File: config.mk
export PLATFORM = sky130hd
export DESIGN_NAME = noise_acq_ctrl_flat
export DESIGN_NICKNAME = d
export VERILOG_FILES = /design/src/rtl/noise_acq_ctrl_if.sv /design/src/rtl/noise_acq_ctrl.sv /design/src/flat_wrapper.sv
export SDC_FILE = /design/constraint.sdc
export NUM_CORES = 1
export LEC_CHECK = 0
export BUFFER_PORTS_ARGS = -buffer_cell sky130_fd_sc_hd__buf_2
export CELL_PAD_IN_SITES_DETAIL_PLACEMENT = 1
export CELL_PAD_IN_SITES_GLOBAL_PLACEMENT = 1
export CORE_UTILIZATION = 35
export CTS_CLUSTER_DIAMETER = 80
export DETAILED_ROUTE_END_ITERATION = 8
export PLACE_DENSITY_LB_ADDON = 0.15
export REMOVE_ABC_BUFFERS = 1
export SLEW_MARGIN = 10
export SYNTH_ARGS = -nofsm -noshare
export SYNTH_HDL_FRONTEND = slang
export SYNTH_SLANG_ARGS = --single-unit
File: constraint.sdc
create_clock -name clk_sys -period 2.8 [get_ports clk_sys]
set_input_delay 0.42 -clock clk_sys [delete_from_list [all_inputs] [get_ports clk_sys]]
set_output_delay 0.42 -clock clk_sys [all_outputs]
set_load 0.02 [all_outputs]
File: src/rtl/noise_acq_ctrl_if.sv
// Bundle of everything noise_acq_ctrl exchanges with the host command
// registers, the noiseacq block and the downstream DSP/host stream.
// The controller uses the master view. The environment uses the slave view.
interface noise_acq_ctrl_if #(
  parameter int DIV_W  = 10,
  parameter int CNT_W  = 12,
  parameter int DATA_W = 16
);
  logic              start;
  logic              abort;
  logic [DIV_W-1:0]  cfg_divnum;
  logic [CNT_W-1:0]  cfg_acqnum;
  logic              n_acqclk;
  logic [DATA_W-1:0] n_dataout;
  logic              rd_ready;
  logic              n_load;
  logic              n_en;
  logic [DIV_W-1:0]  n_divnum;
  logic [CNT_W-1:0]  n_acqnum;
  logic              n_rd_rst;
  logic              n_rd_en;
  logic [DATA_W-1:0] out_data;
  logic              out_valid;
  logic              busy;
  logic              done;
  logic              timeout;
  logic              cfg_err;

  modport master (
    input  start, abort, cfg_divnum, cfg_acqnum, n_acqclk, n_dataout, rd_ready,
    output n_load, n_en, n_divnum, n_acqnum, n_rd_rst, n_rd_en,
           out_data, out_valid, busy, done, timeout, cfg_err
  );

  modport slave (
    output start, abort, cfg_divnum, cfg_acqnum, n_acqclk, n_dataout, rd_ready,
    input  n_load, n_en, n_divnum, n_acqnum, n_rd_rst, n_rd_en,
           out_data, out_valid, busy, done, timeout, cfg_err
  );
endinterface

File: src/rtl/noise_acq_ctrl.sv
// Sequencer for the noiseacq acquisition block.
// It latches a request, loads and enables noiseacq, and counts sample strobes
// until the requested number of samples is reached, or until the timeout
// guard fires. It then flushes, resets the read side and drains the FIFO
// into a ready/valid stream. Everything runs on clk_sys.
module noise_acq_ctrl #(
  parameter int DIV_W     = 10,
  parameter int CNT_W     = 12,
  parameter int DATA_W    = 16,
  parameter int RD_LAT    = 1,
  parameter int FLUSH_CYC = 4,
  parameter int TMO_CYC   = 1048576
) (
  input  logic             clk_sys,
  input  logic             reset,
  noise_acq_ctrl_if.master bus
);

  localparam int TMO_W = 24;
  localparam int PH_W  = (FLUSH_CYC > 2) ? $clog2(FLUSH_CYC) + 1 : 2;

  typedef enum logic [3:0] {
    S_IDLE, S_LOAD, S_ARM, S_ACQ, S_FLUSH, S_RDRST, S_READ, S_DRAIN, S_DONE
  } state_t;

  state_t            state_q, state_d;
  logic [DIV_W-1:0]  divnum_q;
  logic [CNT_W-1:0]  acqnum_q;
  logic [CNT_W-1:0]  sample_cnt;
  logic [CNT_W-1:0]  issued_cnt;
  logic [TMO_W-1:0]  tmo_cnt;
  logic [PH_W-1:0]   phase_cnt;
  logic              acq_prev;
  logic [RD_LAT-1:0] vld_pipe;
  logic              out_valid_q;
  logic [DATA_W-1:0] out_data_q;
  logic              timeout_q;
  logic              cfg_err_q;

  logic acq_rise, cnt_hit, tmo_hit, tmo_fire, cfg_bad, abort_hit, rd_en;

  // Next-state decode. A sample-count match beats the timeout. Abort beats everything.
  always_comb begin
    state_d   = state_q;
    rd_en     = 1'b0;
    abort_hit = bus.abort && (state_q != S_IDLE);
    cfg_bad   = (bus.cfg_divnum == '0) || (bus.cfg_acqnum == '0);
    acq_rise  = bus.n_acqclk && !acq_prev;
    cnt_hit   = acq_rise && ((sample_cnt + CNT_W'(1)) == acqnum_q);
    tmo_hit   = (tmo_cnt == TMO_W'(TMO_CYC - 1));
    tmo_fire  = 1'b0;
    case (state_q)
      S_IDLE:  if (bus.start) state_d = cfg_bad ? S_DONE : S_LOAD;
      S_LOAD:  state_d = S_ARM;
      S_ARM:   state_d = S_ACQ;
      S_ACQ: begin
        if (cnt_hit) begin
          state_d = S_FLUSH;
        end else if (tmo_hit) begin
          state_d  = S_DONE;
          tmo_fire = !abort_hit;
        end
      end
      S_FLUSH: if (phase_cnt == PH_W'(FLUSH_CYC - 1)) state_d = S_RDRST;
      S_RDRST: if (phase_cnt == PH_W'(1)) state_d = S_READ;
      S_READ: begin
        rd_en = bus.rd_ready && (issued_cnt < acqnum_q);
        if (issued_cnt == acqnum_q) state_d = S_DRAIN;
      end
      S_DRAIN: if (vld_pipe == '0) state_d = S_DONE;
      S_DONE:  state_d = S_IDLE;
      default: state_d = S_IDLE;
    endcase
    if (abort_hit) state_d = S_IDLE;
  end

  // State register
  always_ff @(posedge clk_sys) begin
    if (reset) state_q <= S_IDLE;
    else       state_q <= state_d;
  end

  // Latch config, run the sample/timeout/issue/phase counters, keep sticky flags
  always_ff @(posedge clk_sys) begin
    if (reset) begin
      divnum_q   <= '0;
      acqnum_q   <= '0;
      sample_cnt <= '0;
      issued_cnt <= '0;
      tmo_cnt    <= '0;
      phase_cnt  <= '0;
      acq_prev   <= 1'b0;
      timeout_q  <= 1'b0;
      cfg_err_q  <= 1'b0;
    end else begin
      if (state_q == S_IDLE && bus.start) begin
        divnum_q  <= bus.cfg_divnum;
        acqnum_q  <= bus.cfg_acqnum;
        timeout_q <= 1'b0;
        cfg_err_q <= cfg_bad;
      end
      if (state_q == S_ARM) begin
        sample_cnt <= '0;
        issued_cnt <= '0;
        tmo_cnt    <= '0;
        acq_prev   <= 1'b0;
      end
      if (state_q == S_ACQ) begin
        acq_prev <= bus.n_acqclk;
        tmo_cnt  <= tmo_cnt + TMO_W'(1);
        if (acq_rise) sample_cnt <= sample_cnt + CNT_W'(1);
      end
      if (tmo_fire) timeout_q <= 1'b1;
      if (rd_en) issued_cnt <= issued_cnt + CNT_W'(1);
      if (state_d != state_q)
        phase_cnt <= '0;
      else if (state_q == S_FLUSH || state_q == S_RDRST)
        phase_cnt <= phase_cnt + PH_W'(1);
    end
  end

  // Read pipeline: delay the read strobe by RD_LAT, then register the word alongside it
  always_ff @(posedge clk_sys) begin
    if (reset) begin
      vld_pipe    <= '0;
      out_valid_q <= 1'b0;
      out_data_q  <= '0;
    end else if (abort_hit) begin
      vld_pipe    <= '0;
      out_valid_q <= 1'b0;
    end else begin
      vld_pipe[0] <= rd_en;
      for (int i = 1; i < RD_LAT; i++) vld_pipe[i] <= vld_pipe[i-1];
      out_valid_q <= vld_pipe[RD_LAT-1];
      if (vld_pipe[RD_LAT-1]) out_data_q <= bus.n_dataout;
    end
  end

  assign bus.n_load    = (state_q == S_LOAD);
  assign bus.n_en      = (state_q == S_ACQ);
  assign bus.n_rd_rst  = (state_q != S_RDRST);
  assign bus.n_rd_en   = rd_en;
  assign bus.n_divnum  = divnum_q;
  assign bus.n_acqnum  = acqnum_q;
  assign bus.out_data  = out_data_q;
  assign bus.out_valid = out_valid_q;
  assign bus.busy      = (state_q != S_IDLE);
  assign bus.done      = (state_q == S_DONE);
  assign bus.timeout   = timeout_q;
  assign bus.cfg_err   = cfg_err_q;

endmodule

File: src/flat_wrapper.sv
// flat-port wrapper written by rule: the top's interface ports become plain ports
module noise_acq_ctrl_flat 
#(
  parameter int DIV_W     = 10,
  parameter int CNT_W     = 12,
  parameter int DATA_W    = 16,
  parameter int RD_LAT    = 1,
  parameter int FLUSH_CYC = 4,
  parameter int TMO_CYC   = 1048576
)
  (clk_sys, reset, bus_start, bus_abort, bus_cfg_divnum, bus_cfg_acqnum, bus_n_acqclk, bus_n_dataout, bus_rd_ready, bus_n_load, bus_n_en, bus_n_divnum, bus_n_acqnum, bus_n_rd_rst, bus_n_rd_en, bus_out_data, bus_out_valid, bus_busy, bus_done, bus_timeout, bus_cfg_err);
  noise_acq_ctrl_if #(.DIV_W(DIV_W), .CNT_W(CNT_W), .DATA_W(DATA_W)) bus_i ();
  input  logic clk_sys;
  input  logic reset;
  input wire logic [$bits(bus_i.start)-1:0] bus_start;
  input wire logic [$bits(bus_i.abort)-1:0] bus_abort;
  input wire logic [$bits(bus_i.cfg_divnum)-1:0] bus_cfg_divnum;
  input wire logic [$bits(bus_i.cfg_acqnum)-1:0] bus_cfg_acqnum;
  input wire logic [$bits(bus_i.n_acqclk)-1:0] bus_n_acqclk;
  input wire logic [$bits(bus_i.n_dataout)-1:0] bus_n_dataout;
  input wire logic [$bits(bus_i.rd_ready)-1:0] bus_rd_ready;
  output wire logic [$bits(bus_i.n_load)-1:0] bus_n_load;
  output wire logic [$bits(bus_i.n_en)-1:0] bus_n_en;
  output wire logic [$bits(bus_i.n_divnum)-1:0] bus_n_divnum;
  output wire logic [$bits(bus_i.n_acqnum)-1:0] bus_n_acqnum;
  output wire logic [$bits(bus_i.n_rd_rst)-1:0] bus_n_rd_rst;
  output wire logic [$bits(bus_i.n_rd_en)-1:0] bus_n_rd_en;
  output wire logic [$bits(bus_i.out_data)-1:0] bus_out_data;
  output wire logic [$bits(bus_i.out_valid)-1:0] bus_out_valid;
  output wire logic [$bits(bus_i.busy)-1:0] bus_busy;
  output wire logic [$bits(bus_i.done)-1:0] bus_done;
  output wire logic [$bits(bus_i.timeout)-1:0] bus_timeout;
  output wire logic [$bits(bus_i.cfg_err)-1:0] bus_cfg_err;
  assign bus_i.start = bus_start;
  assign bus_i.abort = bus_abort;
  assign bus_i.cfg_divnum = bus_cfg_divnum;
  assign bus_i.cfg_acqnum = bus_cfg_acqnum;
  assign bus_i.n_acqclk = bus_n_acqclk;
  assign bus_i.n_dataout = bus_n_dataout;
  assign bus_i.rd_ready = bus_rd_ready;
  assign bus_n_load = bus_i.n_load;
  assign bus_n_en = bus_i.n_en;
  assign bus_n_divnum = bus_i.n_divnum;
  assign bus_n_acqnum = bus_i.n_acqnum;
  assign bus_n_rd_rst = bus_i.n_rd_rst;
  assign bus_n_rd_en = bus_i.n_rd_en;
  assign bus_out_data = bus_i.out_data;
  assign bus_out_valid = bus_i.out_valid;
  assign bus_busy = bus_i.busy;
  assign bus_done = bus_i.done;
  assign bus_timeout = bus_i.timeout;
  assign bus_cfg_err = bus_i.cfg_err;
  noise_acq_ctrl #(.DIV_W(DIV_W), .CNT_W(CNT_W), .DATA_W(DATA_W), .RD_LAT(RD_LAT), .FLUSH_CYC(FLUSH_CYC), .TMO_CYC(TMO_CYC)) u_core (.clk_sys(clk_sys), .reset(reset), .bus(bus_i));
endmodule
# [Yosys cells after proc, flatten, opt, wreduce, memory -nomap -nowiden]
# Index checks and enable logic that the tools add are counted.
[classes] n_eq_ne=15 n_bitwise=1 order_cmp=1 n_addsub=4 n_reduce_logical=19 muxes=25
[op_table] cell="$mux W12" n=5
[op_table] cell="$mux W24" n=2
[op_table] cell="$mux W4" n=9
[op_table] cell="$pmux W4 S8" n=1
[op_table] cell="$add A12 B1 Y12 const B" n=2
[op_table] cell="$add A24 B1 Y24 const B" n=1
[op_table] cell="$eq A12 B12 Y1" n=2
[op_table] cell="$eq A24 B20 Y1 const B" n=1
[op_table] cell="$eq A4 B3 Y1 const B" n=4
[op_table] cell="$logic_not A12 Y1" n=1
[op_table] cell="$lt A12 B12 Y1" n=1
[op_table] cell="$logic_not A10 Y1" n=1
[op_table] cell="$eq A4 B2 Y1 const B" n=2
[op_table] cell="$mux W1" n=8
[op_table] cell="$reduce_bool A2 Y1" n=3
[op_table] cell="$logic_and A1 B1 Y1" n=5
[op_table] cell="$eq A4 B1 Y1 const B" n=1
[op_table] cell="$eq A4 B4 Y1 const B" n=1
[op_table] cell="$logic_not A4 Y1" n=1
[op_table] cell="$ne A4 B3 Y1 const B" n=1
[op_table] cell="$ne A4 B4 Y1" n=1
[op_table] cell="$reduce_bool A4 Y1" n=1
[op_table] cell="$reduce_or A2 Y1" n=2
[op_table] cell="$add A3 B1 Y3 const B" n=1
[op_table] cell="6 further kinds" n=8
[word_totals] reg_bits=98 elab_cells=78 inputBits=44 output_inout_bits=47

# [Logic depth before layout (Yosys ltp)]
# Gate-level depths: netlist of run 1.
[depth] ltp_word=8 mapped_depth=11 mapped_depth_nobuf=10

# [Worst setup path before layout of run 1]
# No wires, ideal clock.
[synth_path] path_type="register -> register" from="reg u_core.acqnum_q[1] (netlist: u_core.bus.n_acqnum[1])" to="reg u_core.issued_cnt[7]" t_arrival_ns=2.439 setup_ns=0.120 path_buffers=0 path_slack_ns=0.241 required_time_ns=2.680 path_stages_with_launch=11 path_cell_list="dfxtp_1 inv_1 ha_1 nor2b_1 o21a_1 o21a_1 o21ai_1 a211oi_1 nor3_2 nor2_1 a211o_1"
[synth_between] elab_chain_cells=4
[synth_lines] item="from (decl)" line_no="noise_acq_ctrl.sv:28" source="logic [CNT_W-1:0] acqnum_q;"
[synth_lines] item="from (signal assigned)" line_no="noise_acq_ctrl.sv:98" source="acqnum_q <= bus.cfg_acqnum;"
[synth_lines] item="$lt A12 B12 Y1 (*)" line_no="noise_acq_ctrl.sv:67" source="rd_en = bus.rd_ready && (issued_cnt < acqnum_q);"
[synth_lines] item="$logic_and A1 B1 Y1 (*)" line_no="noise_acq_ctrl.sv:67"
[synth_lines] item="$mux W1 (*)" line_no="noise_acq_ctrl.sv:52" source="case (state_q)"
[synth_lines] item="via bus_n_rd_en" line_no="flat_wrapper.sv:27" source="output wire logic [$bits(bus_i.n_rd_en)-1:0] bus_n_rd_en;"
[synth_lines] item="$mux W12 / $reduce_bool A2 Y1 (equally long branches)"
[synth_lines] item="to (signal assigned)" line_no="noise_acq_ctrl.sv:114" source="if (rd_en) issued_cnt <= issued_cnt + CNT_W'(1);"
[synth_lines] item="to (decl)" line_no="noise_acq_ctrl.sv:30" source="logic [CNT_W-1:0] issued_cnt;"
# The timed path passes the listed nets; every way through them passes the cells marked *.
# A chain may end at the register's enable or synchronous reset.

# [Final worst setup path of run 1]
[layout_path] from="reg u_core.acqnum_q[9] (netlist: u_core.bus.n_acqnum[9])" to="out bus_n_rd_en"
[layout_between] elab_chain_cells=3
[layout_lines] item="$lt A12 B12 Y1" line_no="noise_acq_ctrl.sv:67"
[layout_lines] item="$logic_and A1 B1 Y1" line_no="noise_acq_ctrl.sv:67"
[layout_lines] item="$mux W1" line_no="noise_acq_ctrl.sv:52"
[layout_lines] item="to (decl)" line_no="flat_wrapper.sv:27"
# No other way between the ends.

==> qor.csv, run 1 <==
metric,value,unit
status,completed,
Crit path max-delay family,simple AND/OR/NAND/NOR gates,
Synth Cell Area,0.005165,sq mm
CP endpoint kind,output port,
synthesis-stage register bit count,98,
H-Tree Depth,3,
clk_skew,0.01242,ns
Die Wd,123.5,microns
"Hold Violations, Final",0,
Static Leak,0.002547,uW
drt pass-1 iters,4,
Slew @ Worst Pin,0.5972,ns
synth warn,0,
Die Footprint,0.01525,sq mm
WL/cell,16.78,microns
number of diodes,0,
clk_lat worst skew,0.36,ns
fmax,378.8,MHz
vias in the first global route,5020,
syn avg cell area,7.686,sq um
largest net degree at the start of global routing,43,
global-route usage over all layers,21.88,%
# Max-Cap Violations,0,
Num CTS Buffers,9,
top cell type by total area after synthesis,dfxtp_1,
Final WS setup,0.1600,ns
GPL Wtd Cong,0.8934,
Die Height,123.5,microns
Core Area,0.01448,sq mm
final count of negative-setup-slack endpoints,0,
setup_tns,0,ns
Final period util,94.29,%
Post-Syn Instances,672,
CP Launch Type,register,
Min-Delay Path Class,in2reg,
register area share after synthesis,37.98,%
antenna violations before repair,0,
DRC violations left,0,
final slew viol count,0,
clk sinks,98,
normalized max-slew margin,60.09,%
HPWL after detailed placement,11.64,mm
CP arrival,2.22,ns
row count,44,
first-pass GRT wire length,25.76,mm
peak supply drop,0.3192,mV
post-route ant nets,0,
routed vias/inst,5.382,
CTS tree,built,
WP buf/inv,2,
Synth top area share,37.98,%
CP Cell Sequence,"inv_1, ha_1, a21oi_1, nor2b_1, o21ai_0, nand4_1, nor3_2, buf_4",
final wirelength,15.81,mm
P&R area growth vs syn,18.00,%
crit path kind,reg2out,
layout net count,815,
hold_buf cts,0,
Starting Density,35.67,%
Clock transition at path regs,0.07,ns
"top cells by count, synth","120 x nand2_1, 98 x dfxtp_1, 85 x a21oi_1",
pre-CTS setup slack,0.2442,ns
gr ovfl total,0,
share of cells above drive strength 1,19.26,%
final critical-path required period,2.640,ns
Vias,5070,
CP max FO,4,
cell type of the slowest stage on the worst timing path,dfxtp_1,
DR iter-0 viols,231,
number of flops mapped to enable cells by yosys,0,
number of fill cells,1803,
Longest Clk Path Bufs,2,
RSZ-0062 raised after global routing,no,
max incr delay on CP,0.39,ns
most frequent cell after synthesis,nand2_1,
IO Port Bufs,90,
Post-synth top flop,dfxtp_1,
ranking of synthesized cells by area,"dfxtp_1 38%, nand2_1 8.7%, a21oi_1 8.2%, nor2_1 4.8%, ha_1 4.4%",
P per Cell Area,581.9,mW/mm^2
synth unique cells,69,
I/O pin total,91,
ys async rst share,0,%
CP Data Required Time,2.38,ns
root buf cell,clkbuf_16,
## final timing paths
kind	end	slack [ns]	cells after the start	start
worst max register to register	u_core.issued_cnt[2]$_SDFFE_PP0P_	0.27	9	u_core.bus.n_acqnum[9]$_SDFFE_PP0P_
worst max-delay path	bus_n_rd_en	0.16	8	u_core.bus.n_acqnum[9]$_SDFFE_PP0P_
worst min register to register	u_core.bus.out_data[13]$_SDFFE_PP0P_	0.45	2	u_core.bus.out_data[13]$_SDFFE_PP0P_
worst min-delay path	u_core.bus.out_data[3]$_SDFFE_PP0P_	0.30	3	bus_n_dataout[3]
## final cells by class
| type | count | area, sq um | share of cell area [%] |
|---|---|---|---|
| well taps | 184 | 230.2 | 3.777 |
| flip-flops and latches | 98 | 1963 | 32.21 |
| clock buffers | 10 | 229.0 | 3.757 |
| clock inverters | 6 | 87.58 | 1.437 |
| multi-input cells | 519 | 2948 | 48.37 |
| repair buffers | 104 | 558.0 | 9.156 |
| inverters | 21 | 78.83 | 1.293 |
## what timing repair did
item | CTS | global route
pin swaps | 1 | 1
resized for setup | 0 | 2
setup buffers | 1 | 0
endpoints found under the setup margin | 1 | 1
## metal layers
layer | GRT usage, % | up-vias | routed length [microns]
li1 | - | 2499 | -
met1 | 29.01 | 2434 | 7603
met2 | 35.06 | 121 | 7219
met3 | 4.659 | 16 | 738
met4 | 7.455 | 0 | 248
met5 | 0 | - | 0
## power by group
group          switching, uW  internal [uW]  total (uW)
sequential              69.7           1440        1510
clock                    579            788        1370
combinational            430            237         666
## registers in the layout, summed over array words and instances, names as in the netlist
signal,flops
u_core.acq_prev,1
u_core.bus.cfg_err,1
u_core.bus.n_acqnum,12
u_core.bus.n_divnum,10
u_core.bus.out_data,16
u_core.bus.out_valid,1
u_core.bus.timeout,1
u_core.issued_cnt,12
u_core.phase_cnt,3
u_core.sample_cnt,12
u_core.state_q,4
u_core.tmo_cnt,24
u_core.vld_pipe,1
## placed cells by master (no fill, tap or decap), types with 8 or more instances in the layout
cell and n:
xnor2_1 8, nand4_1 12, nand3_1 22, clkbuf_16 9, nand2_1 120, buf_4 15
nor2_1 66, nor3_1 12, and3_1 22, dfxtp_1 97, xor2_1 12, inv_1 20
o21ai_0 25, a21oi_1 85, ha_1 18, buf_2 89
## tightest hold or removal path, cell delays in order
cell and delay (ns):
buf_2 0.10, nand2_1 0.04, a21oi_1 0.05
## metrics by stage
| stage | instance area (sq um) | instances | total power (uW) | hold slack, ns | utilization, % |
|---|---|---|---|---|---|
| floorplan | 4989 | 638 | 1937 | 0.4262 | - |
| finish | 6095 | 942 | 3547 | 0.2995 | 42.09 |
| CTS | 6091 | 942 | 3583 | 0.2863 | 42.07 |
| detailed placement | 5767 | 925 | 2214 | 0.4455 | 39.83 |
| global route | 6095 | 942 | 3716 | 0.3032 | 42.09 |
| global placement | 5767 | 925 | 2199 | 0.4397 | 39.83 |
## kinds of logic (layout without fill, tap and decap cells)
logic type      after synthesis  in the layout  synth area share, %
compound gates              150            150                16.93
mux                           4              4               0.7752
flops                        98             98                37.98
fa+ha+maj                    18             18                4.361
simple gates                327            327                31.61
buf+inv                      55            141                4.942
xor+xnor                     20             20                3.392
No activity file was read; power rests on OpenSTA's default activity.
==> inputs of run 2 (changes only) <==
CTS_BUF_LIST = sky130_fd_sc_hd__clkbuf_8   (was not set)
==> qor.csv, run 2 (same netlist as run 1, synthesis figures left out) <==
metric,value,unit,change
CP Launch Type,register,,
Num CTS Buffers,9,,unchanged
"commonest non-fill, non-tap cell in the layout",nand2_1,,
largest net degree at the start of global routing,43,,unchanged
Min-Delay Path Class,in2reg,,
post-route ant nets,0,,unchanged
Die Height,123.5,microns,unchanged
most frequent cells in the layout,"120 x nand2_1, 96 x dfxtp_1, 89 x buf_2, 85 x a21oi_1, 66 x nor2_1",,
global-route usage over all layers,21.66,%,-0.22 points
CP arrival,2.24,ns,+0.02 ns
Die Wd,123.5,microns,unchanged
Static Leak,0.002506,uW,-1.6%
Register Area,0.001967,sq mm,+0.19%
worst r2r path cells,10,,+1
CP Data Required Time,2.38,ns,about the same
# Max-Cap Violations,0,,unchanged
WHS Endpoint,u_core.bus.out_data[3]$_SDFFE_PP0P_,,
clk sinks,98,,unchanged
IO Port Bufs,90,,unchanged
Finished Layout Cells,942,,unchanged
WP buf/inv,2,,unchanged
CP endpoint kind,output port,,
worst hold stages,3,,unchanged
setup_tns,0,ns,unchanged
layout net count,815,,unchanged
antenna violations before repair,0,,unchanged
post-layout util,41.42,%,-0.67 points
fmax,375.6,MHz,-0.83%
CP Cell Sequence,"inv_1, ha_1, nor2b_1, o21a_1, o21a_1, o21ai_1, a211oi_1, nor3_2, buf_4",,
Vias,5043,,-0.53%
first-pass GRT wire length,25.61,mm,-0.62%
share of cells above drive strength 1,19.39,%,+0.13 points
clk_skew,0.01725,ns,+0.004835 ns
Starting Density,35.67,%,unchanged
Longest Clk Path Bufs,2,,unchanged
P&R area growth vs syn,16.11,%,
Core Area,0.01448,sq mm,unchanged
root buf cell,clkbuf_8,,
WL/cell,16.65,microns,-0.80%
H-Tree Depth,3,,unchanged
"Hold Violations, Final",0,,unchanged
status,completed,,
Slew @ Worst Pin,0.5848,ns,-0.01239 ns
I/O pin total,91,,unchanged
row count,44,,unchanged
max incr delay on CP,0.38,ns,about the same
Hold Startpoint,bus_n_dataout[3],,
reg-to-reg setup timing slack,0.32,ns,+0.05 ns
vias in the first global route,5017,,-0.060%
number of diodes,0,,unchanged
DR iter-0 viols,244,,+5.6%
Die Footprint,0.01525,sq mm,unchanged
Top reg by flops,u_core.tmo_cnt,,
final critical-path required period,2.662,ns,+0.02206 ns
Clock transition at path regs,0.10,ns,+0.03 ns
Final Total Pwr,3222,uW,-9.2%
crit-path most repeated cell,o21a_1,,
Inst Count DP,925,,unchanged
gr ovfl total,0,,unchanged
CP max FO,4,,unchanged
final wirelength,15.68,mm,-0.80%
DRC violations left,0,,unchanged
Final period util,95.07,%,+0.79 points
routed vias/inst,5.354,,-0.53%
P per Cell Area,537.3,mW/mm^2,-7.7%
peak supply drop,0.2792,mV,-13%
Final WS setup,0.1379,ns,-0.02207 ns
normalized max-slew margin,60.47,%,+0.37 points
drt pass-1 iters,4,,unchanged
final count of negative-setup-slack endpoints,0,,unchanged
max FFs per register,24,,unchanged
FF-to-FF Start,u_core.bus.n_acqnum[1]$_SDFFE_PP0P_,,
pre-CTS setup slack,0.2442,ns,unchanged
cell type of the slowest stage on the worst timing path,dfxtp_4,,
Crit path max-delay family,compound AO/OA/AOI/OAI gates,,
HPWL after detailed placement,11.64,mm,unchanged
multi-input gate area in the final layout,0.002948,sq mm,unchanged
clk_lat worst skew,0.39,ns,+0.03 ns
GPL Wtd Cong,0.8934,,unchanged
crit path kind,reg2out,,
FF-to-FF End,u_core.issued_cnt[2]$_SDFFE_PP0P_,,
number of fill cells,1818,,+0.83%
CTS tree,built,,
RSZ-0062 raised after global routing,no,,
final slew viol count,0,,unchanged
[run 2: stage by stage]
step	hold slack, ns	cell area [sq um]
final	0.2643	5997
after global routing	0.2559	5997
after CTS	0.2405	5993
after detailed placement	0.4455	5767
after global placement	0.4397	5767
after floorplan	0.4262	4989
[run 2: report_power, final]
| part | switching (uW) | total (uW) | internal (uW) |
|---|---|---|---|
| clock network | 540 | 1040 | 504 |
| logic | 427 | 664 | 237 |
| registers | 70.0 | 1510 | 1440 |
[run 2: area by class of cell]
type	count	share of cell area, %
Clock buffer	9	2.066
Inverter	21	1.314
Clock inverter	7	1.523
Timing Repair Buffer	104	9.305
Sequential cell	98	32.80
Tap cell	184	3.839
Multi-Input combinational cell	519	49.16
[run 2: worst max-delay path by stage]
stage	start	end	slack, ns	cells after the start
final	u_core.bus.n_acqnum[1]$_SDFFE_PP0P_	bus_n_rd_en	0.14	9
after global routing	u_core.bus.n_acqnum[1]$_SDFFE_PP0P_	bus_n_rd_en	0.01	9
after CTS	u_core.bus.n_acqnum[1]$_SDFFE_PP0P_	bus_n_rd_en	0.04	9
after detailed placement	u_core.bus.n_acqnum[9]$_SDFFE_PP0P_	u_core.issued_cnt[2]$_SDFFE_PP0P_	0.24	9
after global placement	u_core.bus.n_acqnum[9]$_SDFFE_PP0P_	u_core.issued_cnt[2]$_SDFFE_PP0P_	0.37	9
after floorplan	u_core.bus.n_acqnum[1]$_SDFFE_PP0P_	u_core.issued_cnt[7]$_SDFFE_PP0P_	0.24	10
[run 2: per-layer routing]
metal | wire length, microns | up-vias | part of all wire, % | global-route usage, %
met2 | 7122 | 127 | 45 | 34.78
met3 | 829 | 16 | 5.3 | 4.244
li1 | - | 2500 | - | -
met4 | 196 | 0 | 1.2 | 7.154
met5 | 0 | - | 0 | 0
met1 | 7535 | 2400 | 48 | 28.96
[run 2: tightest hold or removal path: cells and delay by family]
kind	cells	cell delay, ns
simple gates	1	0.04
buf+inv	1	0.10
compound gates	1	0.05
[run 2: repair_timing]
action,4_1_cts,5_1_grt
pin swaps,1,1
setup endpoints to repair,1,1
buffers inserted,1,0
hold buffers,0,0
gates resized for setup,2,2
